**src/rtl/piso_serial_ctrl_pkg.sv**
```systemverilog
// Shared definitions for the parallel-in/serial-out sequencer:
// FSM state encodings and bit-order selectors.
package piso_serial_ctrl_pkg;

  typedef logic [1:0] state_t;

  localparam state_t ST_IDLE  = 2'd0;
  localparam state_t ST_SHIFT = 2'd1;
  localparam state_t ST_GAP   = 2'd2;

  localparam bit BIT_ORDER_MSB = 1'b0;
  localparam bit BIT_ORDER_LSB = 1'b1;

endpackage

```
**src/rtl/piso_serial_ctrl_if.sv**
```systemverilog
// Word-in / bit-out bus of the serial sequencer.
// The producer/consumer side uses master, the sequencer uses slave.
interface piso_serial_ctrl_if #(
  parameter int DATA_W = 4
);
  logic              in_valid;
  logic [DATA_W-1:0] in_data;
  logic              in_ready;
  logic              ser_out;
  logic              ser_valid;
  logic              frame_start;
  logic              frame_done;

  modport master (
    output in_valid, in_data,
    input  in_ready, ser_out, ser_valid, frame_start, frame_done
  );

  modport slave (
    input  in_valid, in_data,
    output in_ready, ser_out, ser_valid, frame_start, frame_done
  );
endinterface

```
**src/rtl/piso_serial_ctrl_shift.sv**
```systemverilog
// DATA_W-bit shift register with clear/load/shift controls.
// bit_o always presents the bit that leaves first in the chosen order.
module piso_serial_ctrl_shift
  import piso_serial_ctrl_pkg::*;
#(
  parameter int DATA_W    = 4,
  parameter bit LSB_FIRST = BIT_ORDER_LSB
) (
  input  logic              clk,
  input  logic              rst,
  input  logic              clear_i,
  input  logic              load_i,
  input  logic              shift_i,
  input  logic [DATA_W-1:0] data_i,
  output logic              bit_o
);

  logic [DATA_W-1:0] sr_q;
  logic [DATA_W-1:0] sr_d;

  // Clear beats load beats shift; vacated positions fill with zero.
  always_comb begin
    sr_d = sr_q;
    if (clear_i) begin
      sr_d = '0;
    end else if (load_i) begin
      sr_d = data_i;
    end else if (shift_i) begin
      if (LSB_FIRST == BIT_ORDER_LSB) begin
        sr_d = {1'b0, sr_q[DATA_W-1:1]};
      end else begin
        sr_d = {sr_q[DATA_W-2:0], 1'b0};
      end
    end
  end

  always_ff @(posedge clk) begin
    if (rst) begin
      sr_q <= '0;
    end else begin
      sr_q <= sr_d;
    end
  end

  assign bit_o = (LSB_FIRST == BIT_ORDER_LSB) ? sr_q[0] : sr_q[DATA_W-1];

endmodule

```
**src/rtl/piso_serial_ctrl.sv**
```systemverilog
// Load/shift/gap sequencer: accepts a word, emits DATA_W bits one per clock,
// then idles GAP_CYC cycles plus one IDLE cycle before the next accept.
module piso_serial_ctrl
  import piso_serial_ctrl_pkg::*;
#(
  parameter int DATA_W    = 4,
  parameter int GAP_CYC   = 1,
  parameter bit LSB_FIRST = BIT_ORDER_LSB
) (
  input  logic                clk,
  input  logic                rst,
  input  logic                flush_i,
  output logic                busy_o,
  piso_serial_ctrl_if.slave   bus
);

  localparam int CNT_W = (DATA_W > 1) ? $clog2(DATA_W) : 1;
  localparam logic [CNT_W-1:0] BIT_LAST = CNT_W'(DATA_W - 1);
  localparam logic [3:0] GAP_LAST = (GAP_CYC > 0) ? 4'(GAP_CYC - 1) : 4'd0;

  state_t           state_q, state_d;
  logic [CNT_W-1:0] bit_cnt_q, bit_cnt_d;
  logic [3:0]       gap_cnt_q, gap_cnt_d;
  logic             ser_out_q, ser_out_d;
  logic             ser_valid_q, ser_valid_d;
  logic             start_q, start_d;
  logic             done_q, done_d;

  logic inReady;
  logic accept;
  logic shiftEn;
  logic coreBit;

  assign inReady = (state_q == ST_IDLE) && !flush_i;
  assign accept  = bus.in_valid && inReady;

  piso_serial_ctrl_shift #(
    .DATA_W    (DATA_W),
    .LSB_FIRST (LSB_FIRST)
  ) u_shift (
    .clk     (clk),
    .rst     (rst),
    .clear_i (flush_i),
    .load_i  (accept),
    .shift_i (shiftEn),
    .data_i  (bus.in_data),
    .bit_o   (coreBit)
  );

  // Frame flags default low so they drop on the first edge outside SHIFT;
  // flush overrides every state and blocks the accept in the same cycle.
  always_comb begin
    state_d     = state_q;
    bit_cnt_d   = bit_cnt_q;
    gap_cnt_d   = gap_cnt_q;
    ser_out_d   = ser_out_q;
    ser_valid_d = 1'b0;
    start_d     = 1'b0;
    done_d      = 1'b0;
    shiftEn     = 1'b0;
    if (flush_i) begin
      state_d   = ST_IDLE;
      bit_cnt_d = '0;
      gap_cnt_d = '0;
    end else begin
      case (state_q)
        ST_IDLE: begin
          if (accept) begin
            state_d   = ST_SHIFT;
            bit_cnt_d = '0;
          end
        end
        ST_SHIFT: begin
          shiftEn     = 1'b1;
          ser_out_d   = coreBit;
          ser_valid_d = 1'b1;
          start_d     = (bit_cnt_q == '0);
          done_d      = (bit_cnt_q == BIT_LAST);
          if (bit_cnt_q == BIT_LAST) begin
            bit_cnt_d = '0;
            gap_cnt_d = '0;
            state_d   = (GAP_CYC > 0) ? ST_GAP : ST_IDLE;
          end else begin
            bit_cnt_d = bit_cnt_q + 1'b1;
          end
        end
        ST_GAP: begin
          if (gap_cnt_q == GAP_LAST) begin
            gap_cnt_d = '0;
            state_d   = ST_IDLE;
          end else begin
            gap_cnt_d = gap_cnt_q + 4'd1;
          end
        end
        default: begin
          state_d   = ST_IDLE;
          bit_cnt_d = '0;
          gap_cnt_d = '0;
        end
      endcase
    end
  end

  always_ff @(posedge clk) begin
    if (rst) begin
      state_q     <= ST_IDLE;
      bit_cnt_q   <= '0;
      gap_cnt_q   <= '0;
      ser_out_q   <= 1'b0;
      ser_valid_q <= 1'b0;
      start_q     <= 1'b0;
      done_q      <= 1'b0;
    end else begin
      state_q     <= state_d;
      bit_cnt_q   <= bit_cnt_d;
      gap_cnt_q   <= gap_cnt_d;
      ser_out_q   <= ser_out_d;
      ser_valid_q <= ser_valid_d;
      start_q     <= start_d;
      done_q      <= done_d;
    end
  end

  assign bus.in_ready    = inReady;
  assign bus.ser_out     = ser_out_q;
  assign bus.ser_valid   = ser_valid_q;
  assign bus.frame_start = start_q;
  assign bus.frame_done  = done_q;
  assign busy_o          = (state_q != ST_IDLE);

endmodule
```
**src/flat_wrapper.sv**
```systemverilog
// flat-port wrapper written by rule: the top's interface ports become plain ports
module piso_serial_ctrl_flat import piso_serial_ctrl_pkg::*;
#(
  parameter int DATA_W    = 4,
  parameter int GAP_CYC   = 1,
  parameter bit LSB_FIRST = BIT_ORDER_LSB
)
  (clk, rst, flush_i, busy_o, bus_in_valid, bus_in_data, bus_in_ready, bus_ser_out, bus_ser_valid, bus_frame_start, bus_frame_done);
  piso_serial_ctrl_if #(.DATA_W(DATA_W)) bus_i ();
  input  logic clk;
  input  logic rst;
  input  logic flush_i;
  output logic busy_o;
  input wire logic [$bits(bus_i.in_valid)-1:0] bus_in_valid;
  input wire logic [$bits(bus_i.in_data)-1:0] bus_in_data;
  output wire logic [$bits(bus_i.in_ready)-1:0] bus_in_ready;
  output wire logic [$bits(bus_i.ser_out)-1:0] bus_ser_out;
  output wire logic [$bits(bus_i.ser_valid)-1:0] bus_ser_valid;
  output wire logic [$bits(bus_i.frame_start)-1:0] bus_frame_start;
  output wire logic [$bits(bus_i.frame_done)-1:0] bus_frame_done;
  assign bus_i.in_valid = bus_in_valid;
  assign bus_i.in_data = bus_in_data;
  assign bus_in_ready = bus_i.in_ready;
  assign bus_ser_out = bus_i.ser_out;
  assign bus_ser_valid = bus_i.ser_valid;
  assign bus_frame_start = bus_i.frame_start;
  assign bus_frame_done = bus_i.frame_done;
  piso_serial_ctrl #(.DATA_W(DATA_W), .GAP_CYC(GAP_CYC), .LSB_FIRST(LSB_FIRST)) u_core (.clk(clk), .rst(rst), .flush_i(flush_i), .busy_o(busy_o), .bus(bus_i));
endmodule
```
**config.mk**
```make
export PLATFORM = sky130hd
export DESIGN_NAME = piso_serial_ctrl_flat
export DESIGN_NICKNAME = d
export VERILOG_FILES = /design/src/rtl/piso_serial_ctrl_pkg.sv /design/src/rtl/piso_serial_ctrl_if.sv /design/src/rtl/piso_serial_ctrl_shift.sv /design/src/rtl/piso_serial_ctrl.sv /design/src/flat_wrapper.sv
export SDC_FILE = /design/constraint.sdc
export NUM_CORES = 1
export LEC_CHECK = 0
export ABC_AREA = 1
export CAP_MARGIN = 20
export CORE_MARGIN = 1
export CORE_UTILIZATION = 48
export DETAILED_ROUTE_END_ITERATION = 6
export PLACE_DENSITY = 0.82
export RECOVER_POWER = 50
export SLEW_MARGIN = 20
export SYNTH_ARGS = -nofsm -noshare
export SYNTH_HDL_FRONTEND = slang
export SYNTH_SLANG_ARGS = --single-unit
```
**constraint.sdc**
```tcl
create_clock -name clk -period 1.4 [get_ports clk]
set_clock_uncertainty 0.15 [all_clocks]
set_input_delay 0.28 -clock clk [delete_from_list [all_inputs] [get_ports clk]]
set_output_delay 0.28 -clock clk [all_outputs]
set_load 0.01 [all_outputs]
```
---- After elaboration in Yosys (flattened, before gate mapping) ----
Index checks and enable logic that the tools add are counted.
word-level totals
  logic and storage cells ................. 48
  output and inout port bits .............. 6
  register bits after elaboration ......... 16
  memory bits (writable) .................. 0
  memories ................................ 0
  ROM bits ................................ 0
  bits in latches ......................... 0
  bits of input ports ..................... 8
cells by class
  reductions and logical operators ........ 14
  shift operators ......................... 0
  bitwise gates (word level) .............. 4
  div/mod/pow operators ................... 0
  $lt $le $gt $ge ......................... 0
  eq/ne operators ......................... 6
  add/sub/neg operators ................... 2
  multipliers ............................. 0
  muxes and demuxes ....................... 14
operators by type and width
  operator                                                number
  two-way mux 4 bit                                       4
  one-hot mux 2 bit (3 select lines)                      2
  one-hot mux 4 bit (3 select lines)                      1
  two-way mux 2 bit                                       5
  inequality test 2 x 1 -> 1 bit (second input constant)  3
  AND reduction 2 bit                                     3
  adder 4 x 1 -> 4 bit (second input constant)            1
  == test 2 bit (second input constant)                   2
  zero test 2 bit                                         2
  zero test 4 bit                                         1
  NOT 1 bit                                               4
  nonzero test 2 bit                                      2
  AND reduction 3 bit                                     1
  OR reduction 3 bit                                      1
  adder 2 x 1 -> 2 bit (second input constant)            1
  == test 2 x 1 -> 1 bit (second input constant)          1
  logical AND 1 bit                                       2
  two-way mux 1 bit                                       2
  OR reduction 2 bit                                      1
  zero test 1 bit                                         1

---- Depth between registers and ports, before layout ----
  depth after elaboration ................. 5
  gate-level depth with buffers ........... 7
  gate-level depth less buffers ........... 7

---- Hierarchy ----
Synthesis repeated with hierarchy kept, for this count alone.
unflattened totals
  cell total of the unflattened synthesis .. 115
  area, all modules ....................... 772.0 µm²
modules (own cells, without submodules)
  module                  times used  seq. area each (µm²)  area each (µm²)  cells an instance
  piso_serial_ctrl        1           240.2                 574.3            81
  piso_serial_ctrl_shift  1           80.1                  197.7            34

---- Worst setup path after synthesis ----
No wires, ideal clock.
  path type ............................... reg-to-output
  start point ............................. reg u_core.state_q[1]
  end point ............................... out bus_in_ready
  buffers on the path ..................... 0
  cell stages (with the launch flop) ...... 4
  arrival ................................. 0.723 ns
  data required time ...................... 0.970 ns
  path slack .............................. 0.247 ns
  path through ............................ dfxtp_1 > nor2_2 > inv_2 > nor2_2
between the ends
  cells in the longest elaborated chain, start to end .. 2
ends and longest elaborated chain
  what                    line                     text
  start, declared         piso_serial_ctrl.sv:21   state_t state_q, state_d;
  start signal, assigned  piso_serial_ctrl.sv:114  state_q <= state_d;
  zero test 2 bit         piso_serial_ctrl.sv:34   assign inReady = (state_q == ST_IDLE) && !flush_i;
  logical AND 1 bit       piso_serial_ctrl.sv:34
  end, declared           flat_wrapper.sv:16       output wire logic [$bits(bus_i.in_ready)-1:0] bus_in_ready;
Every way passes these cells.

---- Worst setup path in the final report ----
  start point ............................. reg u_core.state_q[0]
  end point ............................... out busy_o
between the ends
  cells in the longest elaborated chain, start to end .. 1
ends and longest elaborated chain
  what                line                     text
  nonzero test 2 bit  piso_serial_ctrl.sv:129  assign busy_o = (state_q != ST_IDLE);
  end, declared       flat_wrapper.sv:13       output logic busy_o;
Every way passes these cells.

==> impl_metrics.env <==
export IMPL_status="finished with violations"
export IMPL_failed_checks="negative setup slack"
export IMPL_grt_max_degree=11
export IMPL_wl_met2_um=673
export IMPL_yosys_warnings=0
export IMPL_start_util_pct=53.9
export IMPL_path_buf_inv=3
export IMPL_drive_gt1_share_pct=23.2
export IMPL_gr_total_overflow=0
export IMPL_firstDrtPassIters=4
export IMPL_setup_viol=3
export IMPL_dieArea_um2=1700
export IMPL_endpoint_kind="primary output"
export IMPL_syn_inst=98
export IMPL_p_seq_share_pct=58.3
export IMPL_vias=707
export IMPL_synthMuxAreaShare_pct=0
export IMPL_fin_ws_ns=-0.0318
export IMPL_clk_path_buf_depth=2
export IMPL_dr_max_layer_used="met4"
export IMPL_placed_area_um2=961
export IMPL_drt_total_wl_mm=1.54
export IMPL_worstMarginPinSlew_ns=0.283
export IMPL_finalNonFillerCells=140
export IMPL_numPortBuffers=13
export IMPL_numCtsBuffers=3
export IMPL_p_int_w=0.000611
export IMPL_final_core_util_pct=73.7
export IMPL_place_gp_congestion=0.773
export IMPL_crit_type="reg2out"
export IMPL_synth_xor_area_share_pct=1.19
export IMPL_h_tree_depth=1
export IMPL_worstPathArrival_ns=1.00
export IMPL_cap_violations=0
export IMPL_synth_simple_area_share_pct=29.7
export IMPL_antenna_found_initial=0
export IMPL_grt_usage_pct=20.9
export IMPL_dp_final_hpwl_mm=1.19
export IMPL_hold_viol=0
export IMPL_swShare_pct=23.2
export IMPL_r2r_cells=7
export IMPL_cp_top_family="flip-flops"
export IMPL_n_fill_cell=111
export IMPL_path_cells="nor2_4 > inv_2 > buf_6 > buf_6"
export IMPL_postCtsHoldBufs=0
export IMPL_rsz0062_at_grt="yes"
export IMPL_comb_power_share_pct=12.1
export IMPL_synth_top_family_by_area="simple AND/OR/NAND/NOR gates"
export IMPL_fin_area_um2=1010
export IMPL_finalCritPeriodShare_pct=102
export IMPL_num_rows=13
export IMPL_place_inst=136
export IMPL_clock_latency_ns=0.28
export IMPL_drv_slew=0
export IMPL_clkSinkCount=16
export IMPL_syn_avg_cell_area_um2=7.52
export IMPL_die_height_um=41.2
export IMPL_cpMostUsedCell="buf_6"
export IMPL_slew_headroom_pct=81.1
export IMPL_critPathSlowestCell="dfxtp_2"
export IMPL_yosysUniqueCellTypes=16
export IMPL_power_frac_clock_pct=29.5
export IMPL_switching_power_w=0.000185
export IMPL_wl_met3_um=83
export IMPL_path_depth=4
export IMPL_total_power_w=0.000796
export IMPL_hold_worst_slack_ns=0.178
export IMPL_cts_tree="built"
export IMPL_min_period_ns=1.43
export IMPL_syn_to_final_growth_pct=36.7
export IMPL_path_clk_slew_ns=0.09
export IMPL_seq_area_frac_synth_pct=43.5
export IMPL_ant_nets=0
export IMPL_syn_nets=110
export IMPL_grt_pass1_vias=574
export IMPL_final_nets=139
export IMPL_clock_root_buffer="clkbuf_4"
export IMPL_wl_per_cell_um=11.0
export IMPL_cp_required_ns=0.97
export IMPL_holdPathStages=4
export IMPL_cp_max_fo=2
export IMPL_ios=14
export IMPL_chipWidth_um=41.2
export IMPL_drc=0
export IMPL_ys_ff_latch=16
export IMPL_viasPerCell=5.05
export IMPL_wl_met1_um=760
export IMPL_synthAdderAreaFrac_pct=6.79
export IMPL_initialDrtViolationCount=16
export IMPL_grt_pass1_wl_mm=2.31
export IMPL_fmax_mhz=698
export IMPL_hp_class="in2reg"
export IMPL_p_leak_nw=0.464
export IMPL_vdd_ir_drop_max_mv=0.388
export IMPL_slowest_delay_ns=0.34
export IMPL_coreArea_um2=1370
export IMPL_synth_area_um2=737
export IMPL_antenna_cells=0
export IMPL_power_density_nw_per_um2=790
export IMPL_startpoint_type="flip-flop"
export IMPL_synth_compound_area_share_pct=10.2
==> kinds of logic (layout without fill, tap and decap cells) <==
| kind of cell | after synthesis | count (layout) |
|---|---|---|
| DFF | 16 | 16 |
| xor gates and xnor gates | 1 | 1 |
| buffers and inverters | 17 | 44 |
| AOI/OAI and AO/OA | 15 | 15 |
| adders and majority gates | 4 | 4 |
| and+or+nand+nor | 45 | 45 |
==> Yosys cell counts (all sizes together) <==
cell	n	area, um^2
nand3	12	65.1
nand2	22	90.1
xor2	1	8.76
nand4	3	18.8
inv	15	56.3
nor2	8	45.0
clkinv	2	7.51
o21ai	4	20.0
ha	4	50.1
dfxtp	16	320
a21oi	11	55.1
==> layout by cell type (no fill, tap or decap), drive strengths merged <==
cell type      instances
o21ai                  4
buf                   12
dfxtp                 16
dlygate4sd2            4
nand2                 22
nand4                  3
dlygate4sd3            1
clkbuf                 4
clkinv                 1
inv                   16
ha                     4
clkdlybuf4s50          5
dlymetal6s2s           1
a21oi                 11
nand3                 12
xor2                   1
nor2                   8
==> registers in the layout, summed over array words and instances, names as in the netlist <==
register and flops:
u_core.bus.ser_valid 1, u_core.u_shift.sr_q 4, u_core.state_q 2, u_core.bit_cnt_q 2, u_core.gap_cnt_q 4, u_core.bus.ser_out 1
u_core.bus.frame_done 1, u_core.bus.frame_start 1
==> worst min-delay path: cells and delay by family <==
kind            cells  cell delay (ns)
compound gates      1             0.05
buf+inv             1             0.12
simple gates        2             0.11
==> power groups by stage <==
| stage | logic, W | clock network (W) | registers [W] |
|---|---|---|---|
| after CTS | 0.0000954 | 0.000243 | 0.000464 |
| after floorplan | 0.0000360 | 0 | 0.000475 |
| final | 0.0000966 | 0.000235 | 0.000464 |
| after detailed placement | 0.0000909 | 0 | 0.000475 |
| after global routing | 0.000105 | 0.000257 | 0.000465 |
| after global placement | 0.0000895 | 0 | 0.000474 |
==> per-layer routing <==
| layer | global-route usage, % | vias up |
|---|---|---|
| li1 | - | 373 |
| met1 | 28.8 | 308 |
| met2 | 31.6 | 22 |
| met3 | 4.89 | 4 |
| met4 | 7.26 | 0 |
| met5 | 0 | - |
==> stage by stage <==
stage	setup WS (ns)	setup TNS (ns)
finish	-0.0318	-0.0637
global route	-0.108	-0.391
CTS	-0.0446	-0.0857
detailed placement	-0.417	-4.91
global placement	-0.408	-4.90
floorplan	0.247	0
==> worst paths after layout <==
path	start	endpoint	slack (ns)
max	u_core.state_q[0]$_SDFFE_PP0P_	busy_o	-0.03
min	flush_i	u_core.u_shift.sr_q[3]$_SDFFE_PP0P_	0.18
max reg2reg	u_core.state_q[0]$_SDFFE_PP0P_	u_core.u_shift.sr_q[0]$_SDFFE_PP0P_	0.06
min reg2reg	u_core.u_shift.sr_q[0]$_SDFFE_PP0P_	u_core.bus.ser_out$_SDFFE_PP0P_	0.31
==> timing repair <==
action                     in CTS  in global routing
setup endpoints to repair      17                  7
buffers inserted                0                  1
pin swaps                       1                  1
resized for setup              20                  4
==> area by class of cell <==
cell class                      instances  area [um^2]  area share (%)
Multi-Input combinational cell         65          368            36.5
Sequential cell                        16          322            31.9
Timing Repair Buffer                   24          210            20.9
Inverter                               17         66.3            6.58
Clock buffer                            3         22.5            2.24
Tap cell                               15         18.8            1.86
No activity file was read; power rests on OpenSTA's default activity.
